$ cat src/rtl/core_mem_arb_if.sv
// Avalon-MM style master port bundle; one instance per arbiter master (CPU data port, host window).
interface core_mem_arb_if #(
  parameter int DATA_WIDTH = 32
);
  logic [31:0]             address;
  logic                    write;
  logic [DATA_WIDTH-1:0]   writedata;
  logic [DATA_WIDTH/8-1:0] byteenable;
  logic                    read;
  logic [DATA_WIDTH-1:0]   readdata;
  logic                    waitrequest;

  modport master (output address, write, writedata, byteenable, read,
                  input  readdata, waitrequest);
  modport slave  (input  address, write, writedata, byteenable, read,
                  output readdata, waitrequest);
endinterface

$ cat src/rtl/core_mem_arb.sv
// Two-master arbiter (CPU data port c, host window h) in front of one single-port synchronous RAM.
// Define CORE_MEM_ARB_RR_EN for round-robin tie breaking; otherwise the CPU always wins a tie.
module core_mem_arb #(
  parameter int DATA_WIDTH = 32,
  parameter int ADDR_WIDTH = 12,
  parameter int RD_LATENCY = 1
) (
  input  logic                    clk,
  input  logic                    reset,
  core_mem_arb_if.slave           c,
  core_mem_arb_if.slave           h,
  output logic [ADDR_WIDTH-1:0]   mem_addr,
  output logic                    mem_wr,
  output logic [DATA_WIDTH/8-1:0] mem_be,
  output logic [DATA_WIDTH-1:0]   mem_wdata,
  output logic                    mem_rd,
  input  logic [DATA_WIDTH-1:0]   mem_rdata
);
  localparam int BE_WIDTH = DATA_WIDTH / 8;
  localparam logic [0:0] IDLE    = 1'b0;
  localparam logic [0:0] RD_WAIT = 1'b1;

  generate
    if (RD_LATENCY < 1 || RD_LATENCY > 4) begin : g_bad_latency
      $error("core_mem_arb: RD_LATENCY must be in the range 1..4");
    end
  endgenerate

  logic [0:0]            state;
  logic                  grant;
  logic [2:0]            lat_cnt;
  logic                  req_c;
  logic                  req_h;
  logic                  any_req;
  logic                  win_h;
  logic                  sel_h;
  logic                  sel_write;
  logic                  rd_done;
  logic                  c_wait;
  logic                  h_wait;
  logic [BE_WIDTH-1:0]   sel_be;
  logic                  unused_addr_bits;

  assign req_c   = c.read | c.write;
  assign req_h   = h.read | h.write;
  assign any_req = req_c | req_h;

`ifdef CORE_MEM_ARB_RR_EN
  logic last_grant;

  // On a tie the master that did not take the previous grant gets the bank.
  assign win_h = req_h & (~req_c | ~last_grant);

  always_ff @(posedge clk or posedge reset) begin
    if (reset) begin
      last_grant <= 1'b1;
    end else if (state == IDLE && any_req) begin
      last_grant <= win_h;
    end
  end
`else
  assign win_h = req_h & ~req_c;
`endif

  // While a read is outstanding the latched grant keeps steering the RAM address.
  assign sel_h     = (state == RD_WAIT) ? grant : win_h;
  assign sel_write = sel_h ? h.write : c.write;
  assign sel_be    = sel_h ? h.byteenable : c.byteenable;
  assign rd_done   = (state == RD_WAIT) && (lat_cnt == 3'd0);

  assign mem_addr  = sel_h ? h.address[ADDR_WIDTH+1:2] : c.address[ADDR_WIDTH+1:2];
  assign mem_wdata = sel_h ? h.writedata : c.writedata;
  assign mem_be    = (state == IDLE && sel_write) ? sel_be : '1;
  assign mem_wr    = ~reset & (state == IDLE) & any_req & sel_write;
  assign mem_rd    = ~reset & (state == IDLE) & any_req & ~sel_write;

  assign c.readdata = mem_rdata;
  assign h.readdata = mem_rdata;

  assign unused_addr_bits = ^{c.address[31:ADDR_WIDTH+2], c.address[1:0],
                              h.address[31:ADDR_WIDTH+2], h.address[1:0]};

  // A pending master stalls unless it is the IDLE writer or the read owner in its final wait cycle.
  always_comb begin
    c_wait = req_c;
    h_wait = req_h;
    if (reset) begin
      c_wait = 1'b1;
      h_wait = 1'b1;
    end else if (state == IDLE) begin
      if (any_req) begin
        if (win_h) h_wait = ~h.write;
        else       c_wait = ~c.write;
      end
    end else if (rd_done) begin
      if (grant) h_wait = 1'b0;
      else       c_wait = 1'b0;
    end
  end

  assign c.waitrequest = c_wait;
  assign h.waitrequest = h_wait;

  always_ff @(posedge clk or posedge reset) begin
    if (reset) begin
      state   <= IDLE;
      grant   <= 1'b0;
      lat_cnt <= 3'd0;
    end else if (state == IDLE) begin
      if (any_req) begin
        grant <= win_h;
        if (!sel_write) begin
          state   <= RD_WAIT;
          lat_cnt <= 3'(RD_LATENCY - 1);
        end
      end
    end else begin
      if (lat_cnt == 3'd0) state <= IDLE;
      else                 lat_cnt <= lat_cnt - 3'd1;
    end
  end
endmodule

$ cat src/flat_wrapper.sv
// flat-port wrapper written by rule: the top's interface ports become plain ports
module core_mem_arb_flat 
#(
  parameter int DATA_WIDTH = 32,
  parameter int ADDR_WIDTH = 12,
  parameter int RD_LATENCY = 1
)
  (clk, reset, mem_addr, mem_wr, mem_be, mem_wdata, mem_rd, mem_rdata, c_address, c_write, c_writedata, c_byteenable, c_read, c_readdata, c_waitrequest, h_address, h_write, h_writedata, h_byteenable, h_read, h_readdata, h_waitrequest);
  core_mem_arb_if #(.DATA_WIDTH(DATA_WIDTH)) c_i ();
  core_mem_arb_if #(.DATA_WIDTH(DATA_WIDTH)) h_i ();
  input  logic clk;
  input  logic reset;
  output logic [ADDR_WIDTH-1:0] mem_addr;
  output logic mem_wr;
  output logic [DATA_WIDTH/8-1:0] mem_be;
  output logic [DATA_WIDTH-1:0] mem_wdata;
  output logic mem_rd;
  input  logic [DATA_WIDTH-1:0] mem_rdata;
  input wire logic [$bits(c_i.address)-1:0] c_address;
  input wire logic [$bits(c_i.write)-1:0] c_write;
  input wire logic [$bits(c_i.writedata)-1:0] c_writedata;
  input wire logic [$bits(c_i.byteenable)-1:0] c_byteenable;
  input wire logic [$bits(c_i.read)-1:0] c_read;
  output wire logic [$bits(c_i.readdata)-1:0] c_readdata;
  output wire logic [$bits(c_i.waitrequest)-1:0] c_waitrequest;
  input wire logic [$bits(h_i.address)-1:0] h_address;
  input wire logic [$bits(h_i.write)-1:0] h_write;
  input wire logic [$bits(h_i.writedata)-1:0] h_writedata;
  input wire logic [$bits(h_i.byteenable)-1:0] h_byteenable;
  input wire logic [$bits(h_i.read)-1:0] h_read;
  output wire logic [$bits(h_i.readdata)-1:0] h_readdata;
  output wire logic [$bits(h_i.waitrequest)-1:0] h_waitrequest;
  assign c_i.address = c_address;
  assign c_i.write = c_write;
  assign c_i.writedata = c_writedata;
  assign c_i.byteenable = c_byteenable;
  assign c_i.read = c_read;
  assign c_readdata = c_i.readdata;
  assign c_waitrequest = c_i.waitrequest;
  assign h_i.address = h_address;
  assign h_i.write = h_write;
  assign h_i.writedata = h_writedata;
  assign h_i.byteenable = h_byteenable;
  assign h_i.read = h_read;
  assign h_readdata = h_i.readdata;
  assign h_waitrequest = h_i.waitrequest;
  core_mem_arb #(.DATA_WIDTH(DATA_WIDTH), .ADDR_WIDTH(ADDR_WIDTH), .RD_LATENCY(RD_LATENCY)) u_core (.clk(clk), .reset(reset), .c(c_i), .h(h_i), .mem_addr(mem_addr), .mem_wr(mem_wr), .mem_be(mem_be), .mem_wdata(mem_wdata), .mem_rd(mem_rd), .mem_rdata(mem_rdata));
endmodule
$ cat config.mk
export PLATFORM = sky130hd
export DESIGN_NAME = core_mem_arb_flat
export DESIGN_NICKNAME = d
export VERILOG_FILES = /design/src/rtl/core_mem_arb_if.sv /design/src/rtl/core_mem_arb.sv /design/src/flat_wrapper.sv
export SDC_FILE = /design/constraint.sdc
export NUM_CORES = 1
export LEC_CHECK = 0
export BUFFER_PORTS_ARGS = -buffer_cell sky130_fd_sc_hd__buf_2
export CORE_AREA = 2 2 111 113
export CTS_CLUSTER_SIZE = 40
export DETAILED_ROUTE_END_ITERATION = 8
export DIE_AREA = 0 0 113 115
export GPL_TIMING_DRIVEN = 0
export PLACE_DENSITY = 0.58
export SLEW_MARGIN = 15
export SYNTH_ARGS = -nofsm -noshare
export SYNTH_HDL_FRONTEND = slang
export SYNTH_SLANG_ARGS = --single-unit
$ cat constraint.sdc
create_clock -name clk -period 2.01 [get_ports clk]
set_input_delay 0.1005 -clock clk [delete_from_list [all_inputs] [get_ports clk]]
set_output_delay 0.1005 -clock clk [all_outputs]
set_load 0.01 [all_outputs]
## Word-level counts from Yosys, hierarchy flattened

Cells that the tools add are included.

| storage, ports and cells | value |
|---|---|
| output and inout port bits | 116 |
| input bits | 174 |
| register bits after elaboration | 5 |
| word-level logic and storage cells | 52 |

| cells by class | value |
|---|---|
| multiplexer cells | 26 |
| equality and inequality tests | 2 |
| reduce and logical (&&, ||, !) cells | 6 |
| bitwise operators | 14 |
| $add $sub $neg | 1 |

Operator list:

| kind | count |
|---|---|
| $mux 32 | 1 |
| $mux 1 | 18 |
| $mux 12 | 1 |
| $mux 3 | 4 |
| $mux 4 | 2 |
| $not 1->1 | 6 |
| $and 1x1->1 | 5 |
| $logic_not 3->1 | 1 |
| $or 1x1->1 | 3 |
| $reduce_and 3->1 | 1 |
| $sub 3x1->3 const B | 1 |
| $logic_and 1x1->1 | 2 |
| $ne 2x1->1 const B | 1 |
| $ne 2x2->1 const B | 1 |
| $reduce_and 2->1 | 1 |
| $reduce_bool 2->1 | 1 |

## Logic depth before layout (Yosys ltp)

Gate-level depths: netlist of the first run.

| logic depth | value |
|---|---|
| depth in word-level cells | 8 |
| gate-level depth with buffers | 6 |
| gate-level depth less buffers | 6 |

## Worst setup path after synthesis of the first run

OpenSTA, ideal clock, no wires.

| timing | value |
|---|---|
| kind | reg-to-output |
| from | reg u_core.grant |
| to | out mem_wr |
| data required time | 1910 ps |
| stages on the path, launching flop included | 6 |
| arrival time | 1352 ps |
| path buffers | 3 |
| path slack | 558 ps |
| path through | dfrtp_1 buf_2 buf_6 buf_6 o21a_1 a2111oi_4 |

| between the ends | value |
|---|---|
| word-level cells in the longest chain between the ends | 3 |

RTL lines:

| element | RTL line | text |
|---|---|---|
| from (decl) | core_mem_arb.sv:30 | `logic grant;` |
| from (signal assigned) | core_mem_arb.sv:111 | `grant <= win_h;` |
| $mux 1 | core_mem_arb.sv:66 | `assign sel_h = (state == RD_WAIT) ? grant : win_h;` |
| $mux 1 | core_mem_arb.sv:67 | `assign sel_write = sel_h ? h.write : c.write;` |
| $and 1x1->1 | core_mem_arb.sv:74 | `assign mem_wr = ~reset & (state == IDLE) & any_req & sel_write;` |
| to (decl) | flat_wrapper.sv:14 | `output logic mem_wr;` |

No other way between the ends.

## Final worst setup path of the first run

Same ends and word-level chain as after synthesis.

==> results of run 1 <==
==> repair_timing <==
item | 4_1_cts | 5_1_grt
endpoints found under the hold margin | 5 | 0
setup buffers | 2 | 0
gates resized for setup | 0 | 5
pin swaps | 1 | 0
hold buffers | 1 | 0
setup endpoints to repair | 41 | 2
==> cell type report <==
class                      count  area, sq um
fill                        1268         8115
timing repair buffer         220         1111
clock buffer                   4        78.83
buffer                        86        655.6
sequential                     5        125.1
multi-input combinational    181         1519
inverter                       6        22.52
tap                          147        183.9
==> through the flow <==
step / hold slack (ns) / setup slack, ns / util / total power, uW
after detailed placement: 0.08564 / 0.1122 / 0.3029 / 3564
final: 0.2943 / 0.1197 / 0.3129 / 3856
after global placement: 0.07313 / 0.1038 / 0.3029 / 3514
after floorplan: -0.1094 / 0.5577 / - / 2490
after CTS: 0.2834 / 0.07057 / 0.3117 / 3909
after global routing: 0.3181 / 0.02456 / 0.3129 / 4212
==> state kept, by name, indices dropped and copies added, names as in the netlist <==
signal / flops
u_core.state: 1
u_core.grant: 1
u_core.lat_cnt: 3
==> power by group through the flow <==
stage,combinational [uW],sequential [uW],clock (uW)
6_report,3340,197,323
3_5_place_dp,3370,197,0
3_3_place_gp,3320,197,0
5_1_grt,3670,205,332
4_1_cts,3390,195,327
2_1_floorplan,2310,184,0
==> worst max path at each step <==
stage / start / end / slack, ns / depth (start not counted)
2_1_floorplan: u_core.grant$_DFFE_PP0P_ / mem_wr / 0.56 / 5
3_3_place_gp: u_core.state$_DFF_PP0_ / mem_wdata[22] / 0.10 / 4
3_5_place_dp: u_core.state$_DFF_PP0_ / mem_wdata[23] / 0.11 / 4
4_1_cts: u_core.state$_DFF_PP0_ / mem_wdata[23] / 0.07 / 4
5_1_grt: u_core.grant$_DFFE_PP0P_ / mem_wr / 0.02 / 7
6_report: u_core.grant$_DFFE_PP0P_ / mem_wr / 0.12 / 6
==> cells in the final DEF (no fill, tap or decap), types with 2 or more instances in the layout <==
| master | netlist | final |
|---|---|---|
| a21oi_1 | 2 | 2 |
| a221o_1 | 40 | 40 |
| a221o_2 | 4 | 4 |
| buf_2 | 5 | 221 |
| buf_4 | 69 | 71 |
| buf_6 | 8 | 7 |
| clkbuf_1 | 4 | 4 |
| clkbuf_16 | 0 | 3 |
| dfrtp_1 | 5 | 5 |
| ha_1 | 2 | 2 |
| inv_1 | 6 | 6 |
| mux2i_1 | 44 | 44 |
| nand2_1 | 2 | 2 |
| nand2b_1 | 3 | 3 |
| nor2_1 | 8 | 8 |
| nor2b_1 | 44 | 44 |
| nor3_1 | 5 | 5 |
| o21a_1 | 2 | 2 |
| o21ai_0 | 4 | 4 |
| o21bai_1 | 4 | 4 |
| o31ai_1 | 3 | 3 |
==> cells by family after synthesis <==
| logic type | synth area share |
|---|---|
| AOI/OAI and AO/OA | 0.2744 |
| and+or+nand+nor | 0.1790 |
| buffers and inverters | 0.2907 |
| adders and majority gates | 0.01084 |
| DFF | 0.05423 |
| muxes | 0.1909 |
==> worst max-delay path, stage by stage (launching register included) <==
cell,delay [ns]
dfrtp_1,0.35
clkbuf_4,0.16
buf_8,0.16
buf_6,0.15
o21a_1,0.23
a2111oi_4,0.33
buf_2,0.18
==> synth_stat cells (all sizes together) <==
| cell | count |
|---|---|
| dfrtp | 5 |
| nand3b | 1 |
| a2bb2oi | 1 |
| a2111oi | 1 |
| o21ai | 4 |
| o2bb2ai | 1 |
| ha | 2 |
| or2 | 1 |
| inv | 6 |
| o21a | 2 |
| a221o | 44 |
| o2bb2a | 1 |
| o21bai | 4 |
| nand2 | 2 |
| buf | 82 |
| a21oi | 3 |
| o211a | 1 |
| nor4 | 1 |
| clkbuf | 4 |
| o31ai | 3 |
| nor3 | 5 |
| nand3 | 2 |
| mux2i | 44 |
| nand2b | 3 |
| nor2 | 9 |
| o22a | 1 |
| a211oi | 1 |
| nor2b | 44 |
==> per-layer routing <==
| layer | up-vias | share of wire | routed length, um |
|---|---|---|---|
| met4 | 0 | 0.013 | 110 |
| met1 | 1300 | 0.39 | 3256 |
| li1 | 1414 | - | - |
| met5 | - | 0 | 0 |
| met2 | 147 | 0.50 | 4188 |
| met3 | 12 | 0.095 | 797 |
==> results.json, run 1 <==
{
  "avgRoutedWirePerCell_um": 12.87,
  "antennaDiodeCount": 0,
  "die_area_sq_mm": 0.01300,
  "setup_viol": 0,
  "antenna_left": 0,
  "cts_buffers": 3,
  "grt_max_degree": 11,
  "vdd_drop_max_uv": 468.8,
  "p_int_uw": 2103,
  "start_util": 0.1953,
  "finalCriticalPeriod_ns": 1.890,
  "max_freq_mhz": 529.0,
  "clkPwrFrac": 0.084,
  "grt.busiest_layer": "met2",
  "overflow": 0,
  "hp-start": "c_write",
  "gp_congestion": 0.7694,
  "areaGrowthSynthToFinish_pct": 60.20,
  "seq_area_frac_synth": 0.05423,
  "grtUsageMet3": 0.01792,
  "p_sw_frac": 0.4546,
  "postSynthCellCount": 278,
  "min_path_cells": 3,
  "cp-start-kind": "flop",
  "die_w_um": 113,
  "worst_r2r_path_depth": 6,
  "root_buffer": "clkbuf_16",
  "cap_viol_max_count": 0,
  "vias_per_cell": 4.427,
  "synth_seq_cells": 5,
  "worstPathArrival_ns": 1.79,
  "place_area_sq_mm": 0.003577,
  "drt_iter0_drc": 82,
  "p_sw_uw": 1753,
  "met1_usage": 0.1371,
  "dp_hpwl_um": 7090,
  "clock_tree.buffer_depth": 2,
  "rsz0062_at_grt": "false",
  "p_comb_frac": 0.865,
  "grt_pass1_wl_um": 12250,
  "wirelength_um": 8352,
  "final_nets": 679,
  "avgSynthCellArea_sq_um": 8.299,
  "rrSetupSlack_ns": 0.53,
  "final_hold_viol_count": 0,
  "fin_crit_sh": 0.9405,
  "cts_tree": "built",
  "violations": "design-rule violations",
  "p_leak_uw": 0.001995,
  "synth_top_area_frac": 0.2245,
  "die-height_um": 115,
  "h-tree-depth": 1,
  "holdPathEnd": "u_core.grant$_DFFE_PP0P_",
  "seqPwrFrac": 0.051,
  "min_path_type": "input port to flop",
  "synth_warnings": 0,
  "io_buffers": 217,
  "drive_gt1_frac": 0.6255,
  "vias": 2873,
  "maxSlewViolCount": 0,
  "worstSetupEndpointType": "output port",
  "rows": 40,
  "synth_area_sq_mm": 0.002307,
  "worstPathRequired_ns": 1.91,
  "synth.net_count": 454,
  "synth_area_leaders": "buf_4 22%, mux2i_1 19%, a221o_1 17%",
  "synth_top_cell_by_area": "buf_4",
  "powerDensity_mw_per_mm2": 1043,
  "cts_sinks": 5,
  "dp_cells": 642,
  "clk_latency_ns": 0.23,
  "use_met2": 0.2100,
  "grt_usage": 0.1128,
  "drc": 20,
  "skew_ns": 0.0001171,
  "critPathMaxFanout": 10,
  "critPathKind": "flop to output port",
  "synth.distinct_cells": 34,
  "clk_pin_slew_worst_paths_ns": 0.03,
  "setup_tns_ns": 0,
  "io_pins": 290,
  "grt_pass1_vias": 2627,
  "reg2reg_from": "u_core.lat_cnt[0]$_DFFE_PP0P_",
  "status": "finished with violations",
  "core_sq_mm": 0.01181,
  "r2r-end": "u_core.lat_cnt[0]$_DFFE_PP0P_",
  "antenna_found_initial": 0,
  "relSlewSlack": 0.7184,
  "instances_no_fill": 649,
  "tightestPinTransition_ns": 0.4224,
  "firstDrtPassIters": 6,
  "stdcell_area_sq_mm": 0.003696
}
Note: power is estimated with default switching activity, not from simulation.
==> run 2, diff against run 1 <==
--- a/config.mk
+++ b/config.mk
@@ -6,12 +6,12 @@
 export NUM_CORES = 1
 export LEC_CHECK = 0
 export BUFFER_PORTS_ARGS = -buffer_cell sky130_fd_sc_hd__buf_2
-export CORE_AREA = 2 2 111 113
+export CORE_AREA = 8 8 106 108
 export CTS_CLUSTER_SIZE = 40
 export DETAILED_ROUTE_END_ITERATION = 8
-export DIE_AREA = 0 0 113 115
+export DIE_AREA = 0 0 114 116
 export GPL_TIMING_DRIVEN = 0
-export PLACE_DENSITY = 0.58
+export PLACE_DENSITY = 0.68
 export SLEW_MARGIN = 15
 export SYNTH_ARGS = -nofsm -noshare
 export SYNTH_HDL_FRONTEND = slang
==> constraint.sdc (replaced) <==
create_clock -name clk -period 2.1 [get_ports clk]
set_input_delay 0.105 -clock clk [delete_from_list [all_inputs] [get_ports clk]]
set_output_delay 0.105 -clock clk [all_outputs]
set_load 0.01 [all_outputs]
==> run 2 against run 1 <==
The run now ends clean. Via count grew 0.31%. Flip-flop and latch count is the same. Utilization grew 6.6 points. Largest cell class unchanged. Highest routed layer unchanged. Wire length grew 16%. Critical path type unchanged. Sequential share of layout area grew 0.076 points. Combinational power shrank 4%. Sequential power shrank 5%. Largest power group unchanged. Cell count shrank 2.5%.
==> results.json, run 2 (synthesized netlist as in run 1, its figures left out) <==
{
  "grt_pass1_vias": 2974,
  "p_int_uw": 1874,
  "maxSlewViolCount": 0,
  "cts_tree": "built",
  "clk_pin_slew_worst_paths_ns": 0.04,
  "areaGrowthSynthToFinish_pct": 56.67,
  "top_regs": "u_core.lat_cnt: 3 flops, u_core.grant: 1 flops, u_core.state: 1 flops",
  "die_area_sq_mm": 0.01322,
  "grt_max_degree": 11,
  "cts_buffers": 3,
  "skew_ns": 0.005200,
  "gp_congestion": 0.8261,
  "rows": 36,
  "tightestPinTransition_ns": 0.7155,
  "seqPwrFrac": 0.053,
  "seq_area_sq_um": 125.1,
  "antenna_left": 0,
  "core_sq_mm": 0.009549,
  "stdcell_area_sq_mm": 0.003615,
  "root_buffer": "clkbuf_8",
  "cts_sinks": 5,
  "rsz0062_at_grt": "false",
  "final_common_cell": "buf_2",
  "final_nets": 677,
  "p_leak_uw": 0.001963,
  "final_hold_viol_count": 0,
  "status": "completed",
  "p_sw_frac": 0.4725,
  "dp_cells": 628,
  "setup_viol": 0,
  "cap_viol_max_count": 0,
  "regMostFlops": "u_core.lat_cnt",
  "cp-start-kind": "flop",
  "vias": 2882,
  "avgRoutedWirePerCell_um": 15.24,
  "drc": 0,
  "p_sw_uw": 1678,
  "wirelength_um": 9649,
  "instances_no_fill": 633,
  "start_util": 0.2416,
  "firstDrtPassIters": 4,
  "io_pins": 290,
  "die_w_um": 114,
  "min_path_type": "input port to flop",
  "vias_per_cell": 4.553,
  "clkPwrFrac": 0.051,
  "antenna_found_initial": 0,
  "place_area_sq_mm": 0.003560,
  "worstPathArrival_ns": 1.92,
  "drt_iter0_drc": 111,
  "die-height_um": 116,
  "worstPathRequired_ns": 2.00,
  "relSlewSlack": 0.5194,
  "h-tree-depth": 1,
  "grt_usage": 0.1287,
  "clk_latency_ns": 0.22,
  "setup_tns_ns": 0,
  "vdd_drop_max_uv": 511.0,
  "multi_input_area_sq_mm": 0.001511,
  "dp_hpwl_um": 8412,
  "finalCriticalPeriod_ns": 2.021,
  "largest_reg_flops": 3,
  "critPathKind": "flop to output port",
  "cts-resized-gates": 0,
  "io_buffers": 217,
  "overflow": 0,
  "antennaDiodeCount": 0,
  "grt_pass1_wl_um": 14320,
  "max_freq_mhz": 494.8,
  "rrSetupSlack_ns": 0.52,
  "nFillCells": 992,
  "p_comb_frac": 0.897,
  "powerDensity_mw_per_mm2": 982.8,
  "fin_crit_sh": 0.9624,
  "critPathMaxFanout": 10,
  "drive_gt1_frac": 0.6220,
  "clock_tree.buffer_depth": 2,
  "worstSetupEndpointType": "output port",
  "most-common-layout-cells": "222 x buf_2, 69 x buf_4, 44 x mux2i_1, 44 x nor2b_1, 40 x a221o_1"
}
[run 2: cell types whose count changed in the layout (fill, tap and decap cells not counted), sizes merged]
cell	delta
buf	-1
clkbuf	-1
[run 2: routing by layer]
metal  track usage  vias up  share of wire
li1              -     1416              -
met1        0.1280     1331           0.35
met2        0.2599      127           0.54
met3       0.04325        8           0.10
met4       0.01065        0         0.0039
met5             0        -              0
[run 2: metrics by stage]
step                        util  worst slack, ns  hold WS [ns]  total power (uW)
after floorplan                -           0.6432       -0.1049              2383
after global placement    0.3728           0.2915       0.06932              3339
after detailed placement  0.3728           0.2919       0.08068              3409
after CTS                 0.3785          0.04077        0.2840              3597
after global routing      0.3785         0.009126        0.2897              3858
final                     0.3785          0.07906        0.2794              3552
[run 2: final timing paths]
path,start,end,depth (start not counted)
max in group asynchronous,reset,u_core.lat_cnt[0]$_DFFE_PP0P_,3
hold / removal,c_write,u_core.grant$_DFFE_PP0P_,3
setup reg to reg,u_core.lat_cnt[0]$_DFFE_PP0P_,u_core.lat_cnt[0]$_DFFE_PP0P_,6
hold reg to reg,u_core.lat_cnt[1]$_DFFE_PP0P_,u_core.lat_cnt[1]$_DFFE_PP0P_,2
setup / recovery,u_core.state$_DFF_PP0_,mem_wdata[30],4
min in group asynchronous,reset,u_core.grant$_DFFE_PP0P_,3
[run 2: cell type report]
type                    instances  area share
inverters                       6    0.006231
plain buffers                  86      0.1793
repair buffers                218      0.3032
flip-flops and latches          5     0.03461
clock buffers                   4     0.01246
well taps                     133     0.04604
multi-input cells             181      0.4181
[run 2: power groups by stage]
stage / logic [uW] / registers (uW) / clock network, uW
after CTS: 3230 / 186 / 181
after global placement: 3150 / 184 / 0
after floorplan: 2210 / 176 / 0
after global routing: 3480 / 192 / 189
after detailed placement: 3220 / 187 / 0
final: 3190 / 187 / 180
[run 2: repair_timing]
| action | CTS | global route |
|---|---|---|
| endpoints found under the setup margin | 0 | 3 |
| endpoints found under the hold margin | 5 | 0 |
| setup buffers | 0 | 0 |
| hold buffers | 1 | 0 |
[run 2: critical path: stages (launching register included)]
cell     delay [ns]
dfrtp_1        0.46
nor4_4         0.69
buf_6          0.23
a221o_1        0.16
buf_2          0.14
==> run 3, diff against run 2 <==
--- a/config.mk
+++ b/config.mk
@@ -5,13 +5,14 @@
 export SDC_FILE = /design/constraint.sdc
 export NUM_CORES = 1
 export LEC_CHECK = 0
+export ABC_AREA = 1
 export BUFFER_PORTS_ARGS = -buffer_cell sky130_fd_sc_hd__buf_2
 export CORE_AREA = 8 8 106 108
 export CTS_CLUSTER_SIZE = 40
 export DETAILED_ROUTE_END_ITERATION = 8
 export DIE_AREA = 0 0 114 116
 export GPL_TIMING_DRIVEN = 0
-export PLACE_DENSITY = 0.68
+export PLACE_DENSITY = 0.59
 export SLEW_MARGIN = 15
 export SYNTH_ARGS = -nofsm -noshare
 export SYNTH_HDL_FRONTEND = slang
==> run 3 against run 2 <==
Sequential share of layout area up 0.98 points. Wire length decreased by 25%. Critical path depth is 3 higher. Total power shrank 33%. Cell count is 15% lower. Cell area fell by 22%. Worst hold slack worse by 0.031 ns. Critical endpoint is now mem_addr[4]. First-iteration DRC count decreased by 58%. Flip-flop and latch count unchanged. Combinational power down 36%. Setup slack improved by 0.11 ns.
==> results.json, run 3 <==
{
  "powerDensity_mw_per_mm2": 840.9,
  "cts-resized-gates": 0,
  "clk_latency_ns": 0.22,
  "synth_top_area_frac": 0.3179,
  "synth_top_cell_by_area": "buf_4",
  "largest_reg_flops": 3,
  "finalCriticalPeriod_ns": 1.911,
  "critPathMaxFanout": 10,
  "p_sw_uw": 1059,
  "vias_per_cell": 3.599,
  "vdd_drop_max_uv": 229.0,
  "synth.top_cells.by_count": "64 x buf_4, 28 x mux2_2, 24 x nand2_1",
  "io_pins": 290,
  "min_path_cells": 4,
  "clock_tree.buffer_depth": 2,
  "status": "completed",
  "critPathKind": "flop to output port",
  "grt_pass1_vias": 2142,
  "final_common_cell": "buf_2",
  "die_w_um": 114,
  "die_area_sq_mm": 0.01322,
  "setup_tns_ns": 0,
  "max_freq_mhz": 523.2,
  "clkPwrFrac": 0.072,
  "hold_ws_ns": 0.2485,
  "async_flop_share": 1.000,
  "cts_tree": "built",
  "synth_edf_count": 0,
  "seqPwrFrac": 0.071,
  "cts_sinks": 5,
  "synth_warnings": 0,
  "p_leak_uw": 0.001710,
  "crit_top_cell": "buf_6",
  "io_buffers": 217,
  "avgRoutedWirePerCell_um": 13.41,
  "path_cells": "inv_1 > nand2_1 > nand2_4 > buf_6 > buf_6 > mux2_4 > buf_2",
  "final_hold_viol_count": 0,
  "antenna_found_initial": 0,
  "antennaDiodeCount": 0,
  "worstSetupEndpointType": "output port",
  "antenna_left": 0,
  "firstDrtPassIters": 2,
  "fin_crit_sh": 0.9101,
  "cts_buffers": 3,
  "avgSynthCellArea_sq_um": 8.351,
  "synth_area_leaders": "buf_4 32%, mux2_2 21%, mux2_4 16%",
  "cp-start-kind": "flop",
  "p_comb_frac": 0.856,
  "die-height_um": 116,
  "skew_ns": 0.002195,
  "postSynthCellCount": 181,
  "worst_r2r_path_depth": 9,
  "synth_top_flop_cell": "dfrtp_1",
  "synth_area_sq_mm": 0.001511,
  "start_util": 0.1583,
  "relSlewSlack": 0.8181,
  "synth.net_count": 357,
  "cap_viol_max_count": 0,
  "rows": 36,
  "critPathSlowestCell": "dfrtp_1",
  "h-tree-depth": 1,
  "maxSlewViolCount": 0,
  "grt_max_degree": 11,
  "grt_usage": 0.09409,
  "areaGrowthSynthToFinish_pct": 86.51,
  "core_sq_mm": 0.009549,
  "worstPathRequired_ns": 2.00,
  "most-common-layout-cells": "219 x buf_2, 64 x buf_4, 28 x mux2_2",
  "clk_pin_slew_worst_paths_ns": 0.03,
  "overflow": 0,
  "synth_seq_cells": 5,
  "vias": 1929,
  "final_nets": 580,
  "slowest_delay_ns": 0.37,
  "nFillCells": 1052,
  "root_buffer": "clkbuf_8",
  "grt_pass1_wl_um": 10290,
  "min_path_type": "input port to flop",
  "wirelength_um": 7189,
  "p_int_uw": 1312,
  "rsz0062_at_grt": "false",
  "p_sw_frac": 0.4467,
  "regMostFlops": "u_core.lat_cnt",
  "drc": 0,
  "drive_gt1_frac": 0.8412,
  "synth_most_common_cell": "buf_4",
  "gp_congestion": 0.8130,
  "seq_area_frac_synth": 0.08278,
  "stdcell_area_sq_mm": 0.002819,
  "drt_iter0_drc": 47,
  "dp_hpwl_um": 6619,
  "tightestPinTransition_ns": 0.2721,
  "synth.distinct_cells": 20,
  "place_area_sq_mm": 0.002764,
  "worstPathArrival_ns": 1.81,
  "setup_viol": 0,
  "top_regs": "u_core.lat_cnt: 3 flops, u_core.grant: 1 flops, u_core.state: 1 flops"
}
run 3: cell count changes in the layout (fill, tap and decap cells not counted), moves of 6 or more:
cell     change
a221o_1     -40
mux2_2      +28
mux2_4      +16
mux2i_1     -44
nand2_1     +22
nand3_1     +10
nor2_1       -6
nor2b_1     -44
run 3: cell type report:
| cell class | count | area, sq um | share of cell area |
|---|---|---|---|
| clock buffers | 4 | 45.04 | 0.01598 |
| well taps | 133 | 166.4 | 0.05903 |
| multi-input cells | 95 | 817.0 | 0.2898 |
| flip-flops and latches | 5 | 125.1 | 0.04439 |
| plain buffers | 69 | 524.3 | 0.1860 |
| inverters | 12 | 45.04 | 0.01598 |
| repair buffers | 218 | 1096 | 0.3888 |
run 3: cells by family (layout without fill, tap and decap cells):
kind of cell	Yosys count	after routing	share of synthesized area
adders and majority gates	2	2	0.01655
AOI/OAI and AO/OA	5	5	0.01655
and+or+nand+nor	44	44	0.1399
muxes	44	44	0.3675
DFF	5	5	0.08278
buffers and inverters	81	303	0.3767
run 3: what timing repair did:
action | in CTS | in global routing
endpoints found under the setup margin | 0 | 0
endpoints found under the hold margin | 5 | 0
hold buffers | 1 | 0
setup buffers | 0 | 0
run 3: critical path, delay by kind of cell (launching register included):
kind	cells	cell delay [ns]
buf+inv	4	0.58
simple gates	2	0.33
mux	1	0.31
flops	1	0.37
run 3: worst paths after layout:
kind	from	end	slack (ns)
worst max-delay path	u_core.grant$_DFFE_PP0P_	mem_addr[4]	0.19
max in group asynchronous	reset	u_core.lat_cnt[0]$_DFFE_PP0P_	1.52
worst min register to register	u_core.lat_cnt[0]$_DFFE_PP0P_	u_core.lat_cnt[0]$_DFFE_PP0P_	0.47
min in group asynchronous	reset	u_core.state$_DFF_PP0_	0.38
worst max register to register	u_core.lat_cnt[0]$_DFFE_PP0P_	u_core.lat_cnt[1]$_DFFE_PP0P_	0.66
worst min-delay path	c_read	u_core.grant$_DFFE_PP0P_	0.25
run 3: metrics by stage:
| step | utilization | setup WS (ns) | total power, uW | cells |
|---|---|---|---|---|
| after global placement | 0.2894 | 0.3727 | 2221 | 531 |
| after floorplan | - | 0.6886 | 1551 | 181 |
| final | 0.2952 | 0.1888 | 2371 | 536 |
| after detailed placement | 0.2894 | 0.3606 | 2242 | 531 |
| after CTS | 0.2952 | 0.1177 | 2428 | 536 |
| after global routing | 0.2952 | 0.05617 | 2599 | 536 |
run 3: power groups by stage:
stage,Sequential [uW],Combinational [uW],Clock (uW)
after global routing,175,2230,191
after detailed placement,170,2070,0
after global placement,168,2050,0
final,169,2030,172
after floorplan,163,1390,0
after CTS,169,2080,179
run 3: metal layers:
metal  track usage  vias to the layer above  wire [um]  share of wire
li1              -                      972          -              -
met1       0.08965                      819       2399           0.33
met2        0.1865                      134       3842           0.53
met3       0.04325                        4        922           0.13
met4      0.007098                        0         25         0.0035
met5             0                        -          0              0
